--- src/rtl/rr_request_encoder_pkg.sv ---
// Shared constants and types for the round-robin 4:1 request encoder.
package rr_request_encoder_pkg;

  localparam int unsigned NUM_REQ = 4;
  localparam int unsigned PTR_W   = 2;

  typedef enum logic {
    IDLE = 1'b0,
    HOLD = 1'b1
  } rr_state_t;

  function automatic logic [PTR_W-1:0] ptr_next(input logic [PTR_W-1:0] p);
    return p + PTR_W'(1);
  endfunction

endpackage

--- src/rtl/rr_request_encoder_pick4.sv ---
// Combinational round-robin pick: first asserted request at or after ptr, wrapping.
module rr_pick4
  import rr_request_encoder_pkg::*;
(
  input  logic [NUM_REQ-1:0] req,
  input  logic [PTR_W-1:0]   ptr,
  output logic [PTR_W-1:0]   winner,
  output logic               any
);

  logic [PTR_W-1:0] idx;
  logic             found;

  always_comb begin
    winner = '0;
    found  = 1'b0;
    idx    = '0;
    for (int unsigned i = 0; i < NUM_REQ; i++) begin
      idx = ptr + PTR_W'(i);
      if (!found && req[idx]) begin
        winner = idx;
        found  = 1'b1;
      end
    end
  end

  assign any = |req;

endmodule

--- src/rtl/rr_request_encoder.sv ---
// Round-robin 4:1 request encoder with registered valid/ready output.
module rr_request_encoder
  import rr_request_encoder_pkg::*;
#(
  parameter int unsigned PTR_RESET = 0
) (
  input  logic clk,
  input  logic reset,
  input  logic enable,
  input  logic in0,
  input  logic in1,
  input  logic in2,
  input  logic in3,
  input  logic ready,
  output logic address0,
  output logic address1,
  output logic valid
);

  rr_state_t        state;
  logic [PTR_W-1:0] ptr;
  logic [PTR_W-1:0] addr;
  logic [PTR_W-1:0] pick_ptr;
  logic [PTR_W-1:0] winner;
  logic             any;
  logic             accept;

  assign accept = (state == HOLD) && ready;

  // On accept the search starts just past the word being retired.
  assign pick_ptr = accept ? ptr_next(addr) : ptr;

  rr_pick4 u_pick (
    .req    ({in3, in2, in1, in0}),
    .ptr    (pick_ptr),
    .winner (winner),
    .any    (any)
  );

  always_ff @(posedge clk or posedge reset) begin
    if (reset) begin
      state <= IDLE;
      ptr   <= PTR_W'(PTR_RESET);
      addr  <= '0;
      valid <= 1'b0;
    end else begin
      case (state)
        IDLE: begin
          if (enable && any) begin
            addr  <= winner;
            state <= HOLD;
            valid <= 1'b1;
          end
        end
        HOLD: begin
          if (ready) begin
            ptr <= ptr_next(addr);
            if (enable && any) begin
              addr <= winner;
            end else begin
              state <= IDLE;
              valid <= 1'b0;
            end
          end
        end
        default: begin
          state <= IDLE;
          valid <= 1'b0;
        end
      endcase
    end
  end

  assign address0 = addr[0];
  assign address1 = addr[1];

endmodule

--- config.mk ---
export PLATFORM = sky130hd
export DESIGN_NAME = rr_request_encoder
export DESIGN_NICKNAME = d
export VERILOG_FILES = /design/src/rtl/rr_request_encoder_pkg.sv /design/src/rtl/rr_request_encoder_pick4.sv /design/src/rtl/rr_request_encoder.sv
export SDC_FILE = /design/constraint.sdc
export NUM_CORES = 1
export LEC_CHECK = 0
export BUFFER_PORTS_ARGS = -buffer_cell sky130_fd_sc_hd__buf_2
export CAP_MARGIN = 30
export CORE_AREA = 2 2 39 41
export DETAILED_ROUTE_END_ITERATION = 8
export DIE_AREA = 0 0 41 43
export SYNTH_ARGS = -nofsm -noshare
export SYNTH_HDL_FRONTEND = slang
export SYNTH_SLANG_ARGS = --single-unit
--- constraint.sdc ---
create_clock -name clk -period 1.6 [get_ports clk]
set_input_delay 0.24 -clock clk [delete_from_list [all_inputs] [get_ports clk]]
set_output_delay 0.24 -clock clk [all_outputs]
set_load 0.02 [all_outputs]
# Word-level counts from Yosys, hierarchy flattened

Index checks and enable logic that the tools add are counted.

Register bits after elaboration: 6
Bits of input ports: 8
Output and inout port bits: 3
Logic and storage cells: 53

Add/subtract/negate cells: 4
Magnitude comparators: 4
Eq/ne operators: 3
Mux-type cells: 26
Bitwise operators: 1
Reduce and logical (&&, ||, !) cells: 11

Operators by type and width:

| kind                                                        | number |
|---|---|
| two-way mux 2 bit                                           | 7 |
| less-than comparator 2 x 3 -> 1 bit (second input constant) | 4 |
| two-way mux 1 bit                                           | 12 |
| binary-select mux 1 bit (select 2 bit)                      | 4 |
| != test 2 bit (second input constant)                       | 3 |
| logical AND 1 bit                                           | 5 |
| adder 2 x 1 -> 2 bit (second input constant)                | 2 |
| adder 2 bit (second input constant)                         | 2 |
| one-hot mux 1 bit (2 select lines)                          | 2 |
| one-hot mux 2 bit (2 select lines)                          | 1 |
| OR reduction 4 bit                                          | 1 |
| zero test 1 bit                                             | 3 |
| AND reduction 3 bit                                         | 1 |
| AND reduction 2 bit                                         | 1 |
| inverter 1 bit                                              | 1 |

# Logic depth before layout (Yosys ltp)

Gate-level depths: netlist of the first run.

Depth after elaboration: 17
Mapped depth: 5
Depth with buffers taken out: 5

# By module

Synthesis of the first run repeated with hierarchy kept, for this count alone.

Cells, all modules: 38
Area total of the unflattened synthesis: 325.3 µm²

By module, submodules not included:

| module             | times used | cells an instance | area an instance (µm²) | sequential area each (µm²) |
|---|---|---|---|---|
| rr_request_encoder | 1          | 23                | 247.7                  | 150.1 |
| rr_pick4           | 1          | 15                | 77.6                   | 0.0 |

# Least setup slack after synthesis of the first run

OpenSTA, ideal clock, no wires.

Kind: register -> register
Start: register addr[1]
End: register addr[0]
Setup time: 0.131 ns
Data arrival time: 1.377 ns
Data required time: 1.469 ns
Slack: 0.093 ns
Stages on the path, launching flop included: 6
Buffers on the path: 0
Period minus slack after synthesis: 1.507 ns
Cells stage by stage: dfrtp_1 > xor2_1 > nor2_1 > or4_1 > nand3_1 > o211ai_1

Word-level cells in the longest chain between the ends: 17
Elaborated cells on any way between the ends: 29
Classes of those cells: add/sub: 4; mux: 19; reduce/logical: 6

RTL lines:

| element                                                                       | line                                               | RTL |
|---|---|---|
| start: declaration                                                            | rr_request_encoder.sv:22                           | `logic [PTR_W-1:0] addr;` |
| start signal: assignment                                                      | rr_request_encoder.sv:50                           | `addr <= winner;` |
| start signal: assignment                                                      | rr_request_encoder.sv:59                           | `addr <= winner;` |
| adder 2 x 1 -> 2 bit (*)                                                      | rr_request_encoder_pkg.sv:13                       | `return p + PTR_W'(1);` |
| two-way mux 2 bit (*)                                                         | rr_request_encoder.sv:31                           | `assign pick_ptr = accept ? ptr_next(addr) : ptr;` |
| parallel branches: the longest is 11 deep, another holds adder 2 x 1 -> 2 bit | --                                                 |  |
| two-way mux 2 bit (*)                                                         | rr_request_encoder_pick4.sv:20                     | `if (!found && req[idx]) begin` |
| two-way mux 2 bit (*)                                                         | rr_request_encoder.sv:49, rr_request_encoder.sv:58 |  |
| two-way mux 2 bit                                                             | rr_request_encoder.sv:56                           | `if (ready) begin` |
| one-hot mux 2 bit (2 select lines) (*)                                        | rr_request_encoder.sv:47                           | `case (state)` |

Every way passes the cells marked *. The select of a mux whose other input is x is not followed.
A chain may end at the register's enable or synchronous reset.

# Worst setup path in the final report of the first run

Same ends and word-level chain as after synthesis.

==> results.cfg, run 1 <==
[global_routing]
gr-usage-all-layers = 0.144
gr-total-overflow = 0
grt_max_degree = 8
grt_first_pass_wirelength_mm = 1.67
grt_pass1_vias = 402
antenna_found_initial = 0

[synth]
yosysTopAreaCell = dfrtp_1
syn_area_per_cell_um2 = 8.31
yosys_register_bits = 6
ys_top_cells_by_area = dfrtp_1, mux2i_1, inv_1, nor2_1, a21oi_1
syn_inst = 53
synth_enable_flop_cells = 0
yosys.area.top_type_share = 0.341
yosysSeqAreaShare = 0.341
async_flop_share = 1.00
synth_nets = 61
synthFlopType = dfrtp_1
synth_warnings = 0
synthDistinctLibCells = 26
synth_area_um2 = 440

[cells_and_area]
final_cells = 85
layout_common_cells = buf_2, inv_1, nor2_1, dfrtp_1, a21oi_1
diodes = 0
drive_gt1_frac = 0.246
nFillCells = 149
syn2layout_area_growth_pct = 26.7
fin_nets = 79
final_common_cell = buf_2

[critical_path]
path_buf_inv = 0
path_delay_family = simple AND/OR/NAND/NOR gates
path_max_fanout = 5
critPathSlowestCell = or4_1
required_ns = 1.72
end_kind = flip-flop
cp_cell_sequence = xor2_1 > nor2_1 > or4_1 > nand3_1 > o211ai_1
start_kind = flip-flop
cp_slowest_stage_delay_ns = 0.48
worstSetupPathType = flip-flop to flip-flop
critPathArrivalTime_ns = 1.63

[clock_tree]
cts.htree.levels = 1
cts.clk_slew.worst_paths_ns = 0.05
post_cts_buffers = 0
cts_buffers = 3
cts_sinks = 6
clockBufferDepth = 2
clockRootBuffer = clkbuf_4
worstSkewPairLatency_ns = 0.25
cts_tree = yes

[placed_design]
placed_cells = 81
numPortBuffers = 10
gp_congestion = 0.808
dp_hpwl_um = 809
preCtsSetupSlack_ns = 0.129

[timing]
max_slew.worst_pin.slew_ns = 0.461
fin_hold_ws_ns = 0.263
rsz0062_at_grt = false
maxSlewHeadroom = 0.693
fmax_mhz = 662
min_period_ns = 1.51
finalHoldViolCount = 0
setup_slack_ns = 0.0894
fin_setup_tns_ns = 0
skew_ns = 0.00527
finalSetupViolations = 0
maxSlewViolCount = 0
finalCritPeriodShare = 0.944

[job]
maxCapViolations = 0

[route]
highest_layer = met3
finalWirelength_mm = 1.02
drt_iter0_drc = 6
viasPerCell = 5.16
met3_length_um = 35
num_vias = 439
wl_per_cell_um = 12.0
drcViolationCount = 0
met2_length_um = 496
dr.pass1.iters = 2
drtAntennaViolNets = 0
wl_met1_um = 485

[pwr]
fin_total_pwr_uw = 715
ir_drop_v = 0.000405
power_density_nw_per_um2 = 1280
p_leak_uw = 0.000281

[floorplan]
row_count = 14
die_w_um = 41
io_pins = 11
die_h_um = 43
start_util = 0.318
core_um2 = 1380
dieArea_um2 = 1760

[worst_hold_path]
hold_path.class = primary input to flip-flop

[status]
status = finished, final reports clean
-- area by class of cell --
cell class / instances / area, µm² / area share
clock buffer: 3 / 22.5 / 0.0404
inverter: 8 / 30.0 / 0.0538
multi-input combinational: 39 / 260 / 0.466
sequential: 6 / 150 / 0.269
tap: 16 / 20.0 / 0.0359
timing repair buffer: 13 / 75.1 / 0.135
-- per-layer routing --
metal / track usage / vias up
li1: - / 226
met1: 0.173 / 205
met2: 0.206 / 8
met3: 0.0785 / 0
met4: 0.0600 / 0
met5: 0 / -
-- final timing paths --
kind / start / end / slack, ns / depth (start not counted)
max reg2reg: addr[1] / addr[0] / 0.09 / 5
max in group asynchronous: reset / ptr[0] / 0.93 / 3
max: addr[1] / addr[0] / 0.09 / 5
min reg2reg: state / valid / 0.52 / 1
min: ready / state / 0.26 / 2
min in group asynchronous: reset / addr[0] / 0.46 / 3
-- registers in the layout, summed over array words and instances (netlist names) --
signal / cells
ptr: 2
state: 1
valid: 1
addr: 2
-- cell usage after synthesis, types with 2 or more instances --
master and count:
nor2_1 6, nor3_1 3, dfrtp_1 6, nand3_1 2
a21oi_1 4, inv_1 8, nand2_1 2, mux2i_1 3
nor2b_1 2
-- worst reg2reg max path, delay by kind of cell (launching register included) --
| family | cells | cell delay, ns |
|---|---|---|
| xor gates and xnor gates | 1 | 0.17 |
| and+or+nand+nor | 3 | 0.69 |
| AOI/OAI and AO/OA | 1 | 0.10 |
| DFF | 1 | 0.42 |
-- metrics by stage --
stage	cell area [µm²]	util
floorplan	440	-
global placement	526	0.380
detailed placement	526	0.380
CTS	558	0.403
global route	558	0.403
finish	558	0.403
-- repair_timing --
item | CTS | global route
hold buffers | 1 | 0
endpoints found under the setup margin | 0 | 0
gates resized for setup | 0 | 0
hold endpoints to repair | 6 | 0
-- kinds of logic (layout without fill, tap and decap cells) --
logic type / after synthesis / after routing / synth area share
DFF: 6 / 6 / 0.341
muxes: 3 / 3 / 0.0682
and+or+nand+nor: 20 / 20 / 0.233
buffers and inverters: 8 / 24 / 0.0682
xor gates and xnor gates: 1 / 1 / 0.0199
AOI/OAI and AO/OA: 15 / 15 / 0.270
-- where the power goes --
part	total, µW	leakage (µW)	switching (µW)	internal (µW)
combinational	320	0.000199	181	138
clock	141	0.0000138	56.0	84.9
sequential	255	0.0000682	50.6	204
Note: power is estimated with default switching activity, not from simulation.
==> run 2, diff against run 1 <==
- ABC_AREA: default -> 1
- CAP_MARGIN: 30 -> default
- PLACE_DENSITY: default -> 0.71
==> run 2 against run 1 <==
Synthesized cell count is 87% higher. Wire length is 37% higher. Maximum frequency is 1.7% lower. Worst hold slack better by 0.024 ns. Worst setup slack worse by 0.026 ns. Critical endpoint unchanged. Largest power group unchanged.
==> results.cfg, run 2 <==
[cells_and_area]
fin_nets = 127
layout_common_cells = nand2_1, inv_1, nand3_1, buf_2, nand2_2
finish.instance_area_um2 = 818
diodes = 0
final_common_cell = nand2_1
drive_gt1_frac = 0.359
syn2layout_area_growth_pct = 24.3
reg_top3 = addr x2, ptr x2
nFillCells = 136

[synth]
post-synth-top-count-cell = nand2_1
synthFlopType = dfrtp_1
ys_top_cells_by_area = nand2_1, dfrtp_1, nand2_2, nand3_1, inv_1
syn_area_per_cell_um2 = 6.65
yosys_register_bits = 6
synth_nets = 107
syn_inst = 99
yosysSeqAreaShare = 0.228
synth_warnings = 0
synth_area_um2 = 658
ys_top_cells_by_count = nand2_1, inv_1, nand3_1
async_flop_share = 1.00
synthDistinctLibCells = 19
synth_enable_flop_cells = 0
yosysTopAreaCell = nand2_1
yosys.area.top_type_share = 0.234

[timing]
max_slew.worst_pin.slew_ns = 0.263
skew_ns = 0.00195
maxSlewHeadroom = 0.822
rsz0062_at_grt = true
finalSetupViolations = 0
fin_hold_ws_ns = 0.288
min_period_ns = 1.54
finalHoldViolCount = 0
fmax_mhz = 651
maxSlewViolCount = 0
finalCritPeriodShare = 0.961

[critical_path]
path_max_fanout = 10
required_ns = 1.78
cpMostUsedCell = nand2_1
cp_cell_sequence = nand3_2 > nand2_8 > nand2_1 > nand2_1 > nand3_1 > a21oi_2 > nand2_1 > nand2_1 > nand3_1 > nand2_1
end_kind = flip-flop
path_delay_family = simple AND/OR/NAND/NOR gates
critPathArrivalTime_ns = 1.72
cp_slowest_stage_delay_ns = 0.44
start_kind = flip-flop
r2r_slack_ns = 0.06
worstSetupPathType = flip-flop to flip-flop
critPathSlowestCell = dfrtp_1
path_buf_inv = 0

[route]
met2_length_um = 677
met3_length_um = 19
drcViolationCount = 0
drt_iter0_drc = 6
viasPerCell = 4.91
drtAntennaViolNets = 0
wl_per_cell_um = 10.4
dr.pass1.iters = 4
wl_met1_um = 678
num_vias = 653
highest_layer = met4
finalWirelength_mm = 1.39

[floorplan]
core_um2 = 1380
row_count = 14
die_w_um = 41
io_pins = 11
dieArea_um2 = 1760
die_h_um = 43
start_util = 0.476

[placed_design]
place_area_um2 = 736
dp_hpwl_mm = 1.05
gp_congestion = 0.768
numPortBuffers = 10

[global_routing]
grt_max_degree = 11
gr-total-overflow = 0
grt_first_pass_wirelength_mm = 2.39
antenna_found_initial = 0
gr-usage-all-layers = 0.197
grt_pass1_vias = 566

[status]
status = finished, final reports clean

[job]
maxCapViolations = 0

[clock_tree]
clockRootBuffer = clkbuf_4
clockBufferDepth = 2
cts_buffers = 3
worstSkewPairLatency_ns = 0.24
cts_tree = yes
cts.clk_slew.worst_paths_ns = 0.05
cts.htree.levels = 1
cts_sinks = 6

[pwr]
power_density_nw_per_um2 = 1610
ir_drop_v = 0.000932
fin_total_pwr_uw = 1310
p_leak_uw = 0.000443

[worst_hold_path]
hold_path.class = primary input to flip-flop
[run 2: changes by cell type after synthesis, moves of 2 or more]
cell / delta
nor2_1: -2
nand3_4: +2
nand2_4: +3
inv_1: +3
nor3_1: -3
nand3_1: +8
nand3_2: +3
nand3b_1: +2
nand2_2: +7
mux2i_1: -3
nor2b_1: -2
nand2_1: +39
a21oi_1: -3
[run 2: area by class of cell]
type                       instances  area [µm²]  share of cell area
timing repair buffer              15        90.1               0.110
tap                               16        20.0              0.0245
clock buffer                       3        22.5              0.0275
multi-input combinational         81         488               0.596
inverter                          12        46.3              0.0566
sequential                         6         151               0.185
[run 2: worst paths after layout]
check,to,cells past startpoint,from
setup / recovery,addr[0],10,addr[0]
max in group asynchronous,state,3,reset
hold / removal,state,2,ready
setup reg to reg,addr[0],10,addr[0]
min in group asynchronous,addr[1],3,reset
hold reg to reg,valid,2,valid
[run 2: worst register-to-register path, cell delays in order, from the launching register on]
cell	delay (ns)
dfrtp_1	0.44
nand3_2	0.19
nand2_8	0.17
nand2_1	0.06
nand2_1	0.09
nand3_1	0.11
a21oi_2	0.17
nand2_1	0.06
nand2_1	0.06
nand3_1	0.07
nand2_1	0.07
[run 2: kinds of logic (layout without fill, tap and decap cells)]
| logic type | Yosys count | in the layout | synth area share |
|---|---|---|---|
| simple gates | 75 | 75 | 0.622 |
| buf+inv | 12 | 30 | 0.0703 |
| compound gates | 6 | 6 | 0.0798 |
| flops | 6 | 6 | 0.228 |
[run 2: report_power, final]
part,switching (µW),internal [µW]
Sequential,52.0,203
Clock,57.3,85.1
Combinational,580,337
Total,689,625
[run 2: repair_timing]
item / CTS / global route
setup endpoints to repair: 0 / 2
gates resized for setup: 0 / 7
buffers inserted: 0 / 3
hold endpoints to repair: 6 / 0
hold buffers: 1 / 0
[run 2: metal layers]
layer / track usage / vias up
met1: 0.290 / 288
met4: 0.0800 / 0
li1: - / 355
met3: 0.0314 / 2
met2: 0.278 / 8
met5: 0 / -
[run 2: through the flow]
step | utilization | instances | setup WS, ns | setup TNS (ns)
2_1_floorplan | - | 99 | 0.0903 | 0
3_3_place_gp | 0.532 | 126 | 0.0854 | 0
3_5_place_dp | 0.532 | 126 | 0.0527 | 0
4_1_cts | 0.555 | 130 | 0.0396 | 0
5_1_grt | 0.591 | 133 | -0.0757 | -0.150
6_report | 0.591 | 133 | 0.0631 | 0
==> run 3, diff against run 2 <==
- BUFFER_PORTS_ARGS: -buffer_cell sky130_fd_sc_hd__buf_2 -> -buffer_cell sky130_fd_sc_hd__buf_4
==> run 3 against run 2 <==
Worst setup slack better by 0.019 ns. Sequential power hardly changed. Total power is 1.3% lower. Non-clock buffer count is 2 lower. Core utilization is 0.18 points higher. Maximum frequency is 1.2% higher. First-iteration DRC count grew to 4.0 times the previous value. Via count is 1.4% lower. Final area is 0.31% higher. Wire length is 1.9% higher. Register-to-register slack better by 0.02 ns.
==> results.cfg, run 3 (synthesis gave the netlist of run 2 again) <==
[clock_tree]
worstSkewPairLatency_ns = 0.24
cts_sinks = 6
clockRootBuffer = clkbuf_4
cts.clk_slew.worst_paths_ns = 0.04
cts.htree.levels = 1
cts_tree = yes
clockBufferDepth = 2
cts_buffers = 3

[timing]
skew_ns = 0.000741
finalHoldViolCount = 0
max_slew.worst_pin.slew_ns = 0.272
maxSlewViolCount = 0
setup_slack_ns = 0.0821
maxSlewHeadroom = 0.817
rsz0062_at_grt = true
finalCritPeriodShare = 0.949
finalSetupViolations = 0
min_period_ns = 1.52
fmax_mhz = 659

[placed_design]
preCtsSetupSlack_ns = 0.0157
place_area_um2 = 761
gp_congestion = 0.833
dp_hpwl_mm = 1.14
numPortBuffers = 10

[floorplan]
die_w_um = 41
row_count = 14
core_um2 = 1380
dieArea_um2 = 1760
start_util = 0.476
io_pins = 11
die_h_um = 43

[worst_hold_path]
hp-start = ready
min_to = state
hold_path.class = primary input to flip-flop
hold_depth = 2

[critical_path]
end_kind = flip-flop
critPathArrivalTime_ns = 1.65
r2r_start = state
worstSetupPathType = flip-flop to flip-flop
start_kind = flip-flop
r2r-end = addr[1]
r2r_cells = 12
path_max_fanout = 8
r2r_slack_ns = 0.08
required_ns = 1.73

[cells_and_area]
syn2layout_area_growth_pct = 24.7
diodes = 0
layout_common_cells = nand2_1, buf_4, inv_1
finish.instance_area_um2 = 821
final_common_cell = nand2_1
fin_nets = 125
reg_top3 = addr x2, ptr x2
fin_util = 0.593
drive_gt1_frac = 0.339

[route]
drtAntennaViolNets = 0
drt_iter0_drc = 24
num_vias = 644
drcViolationCount = 0
finalWirelength_mm = 1.42
dr.pass1.iters = 5
viasPerCell = 4.92
wl_per_cell_um = 10.8

[global_routing]
grt_max_degree = 11
grt_first_pass_wirelength_mm = 2.29
antenna_found_initial = 0
gr-usage-all-layers = 0.189
grt_pass1_vias = 556
gr-total-overflow = 0

[pwr]
ir_drop_v = 0.000886
p_leak_uw = 0.000440
power_density_nw_per_um2 = 1580

[status]
status = finished, final reports clean

[job]
maxCapViolations = 0
## run 3: power by group
part	internal (µW)	switching, µW
clock	84.5	49.5
sequential	206	51.4
combinational	331	576
total	621	676
## run 3: through the flow
step | total power [µW] | hold slack, ns | setup TNS (ns) | instances
2_1_floorplan | 921 | 0.0310 | 0 | 99
3_3_place_gp | 1090 | 0.167 | 0 | 126
3_5_place_dp | 1110 | 0.170 | 0 | 126
4_1_cts | 1250 | 0.254 | 0 | 130
5_1_grt | 1420 | 0.262 | -0.107 | 131
6_report | 1300 | 0.258 | 0 | 131
## run 3: area by class of cell
| cell class | instances | area (µm²) |
|---|---|---|
| fill | 133 | 563 |
| multi-input combinational | 81 | 479 |
| sequential | 6 | 153 |
| timing repair buffer | 13 | 100 |
| inverter | 12 | 46.3 |
| clock buffer | 3 | 22.5 |
| tap | 16 | 20.0 |
## run 3: critical path: stages, from the launching register on
cell and delay, ns:
dfrtp_2 0.43, nand2_4 0.12, clkinv_2 0.09, nand3_4 0.09, nand2_4 0.09, nand2_1 0.07
nand3_1 0.07, nand2_1 0.11, nand4_1 0.09, nand2_1 0.08, nand2_1 0.05, nand2_1 0.06
nand2_1 0.05
## run 3: worst max-delay path by stage
stage | from | endpoint | slack, ns | cells past startpoint
2_1_floorplan | addr[0] | addr[1] | 0.09 | 13
3_3_place_gp | addr[0] | addr[0] | 0.07 | 12
3_5_place_dp | addr[0] | addr[1] | 0.02 | 13
4_1_cts | addr[0] | addr[1] | 0.008 | 13
5_1_grt | state | addr[0] | -0.05 | 12
6_report | state | addr[1] | 0.08 | 12
## run 3: what timing repair did
item	in CTS	in global routing
gates resized for setup	0	5
hold buffers	1	0
endpoints found under the hold margin	6	0
buffers inserted	0	1
endpoints found under the setup margin	0	2
## run 3: layer usage
metal | track usage | wire length (µm) | vias to the layer above
met5 | 0 | 0 | -
met4 | 0.0600 | 0 | 0
li1 | - | - | 349
met1 | 0.292 | 682 | 282
met3 | 0.0314 | 61 | 0
met2 | 0.259 | 672 | 13
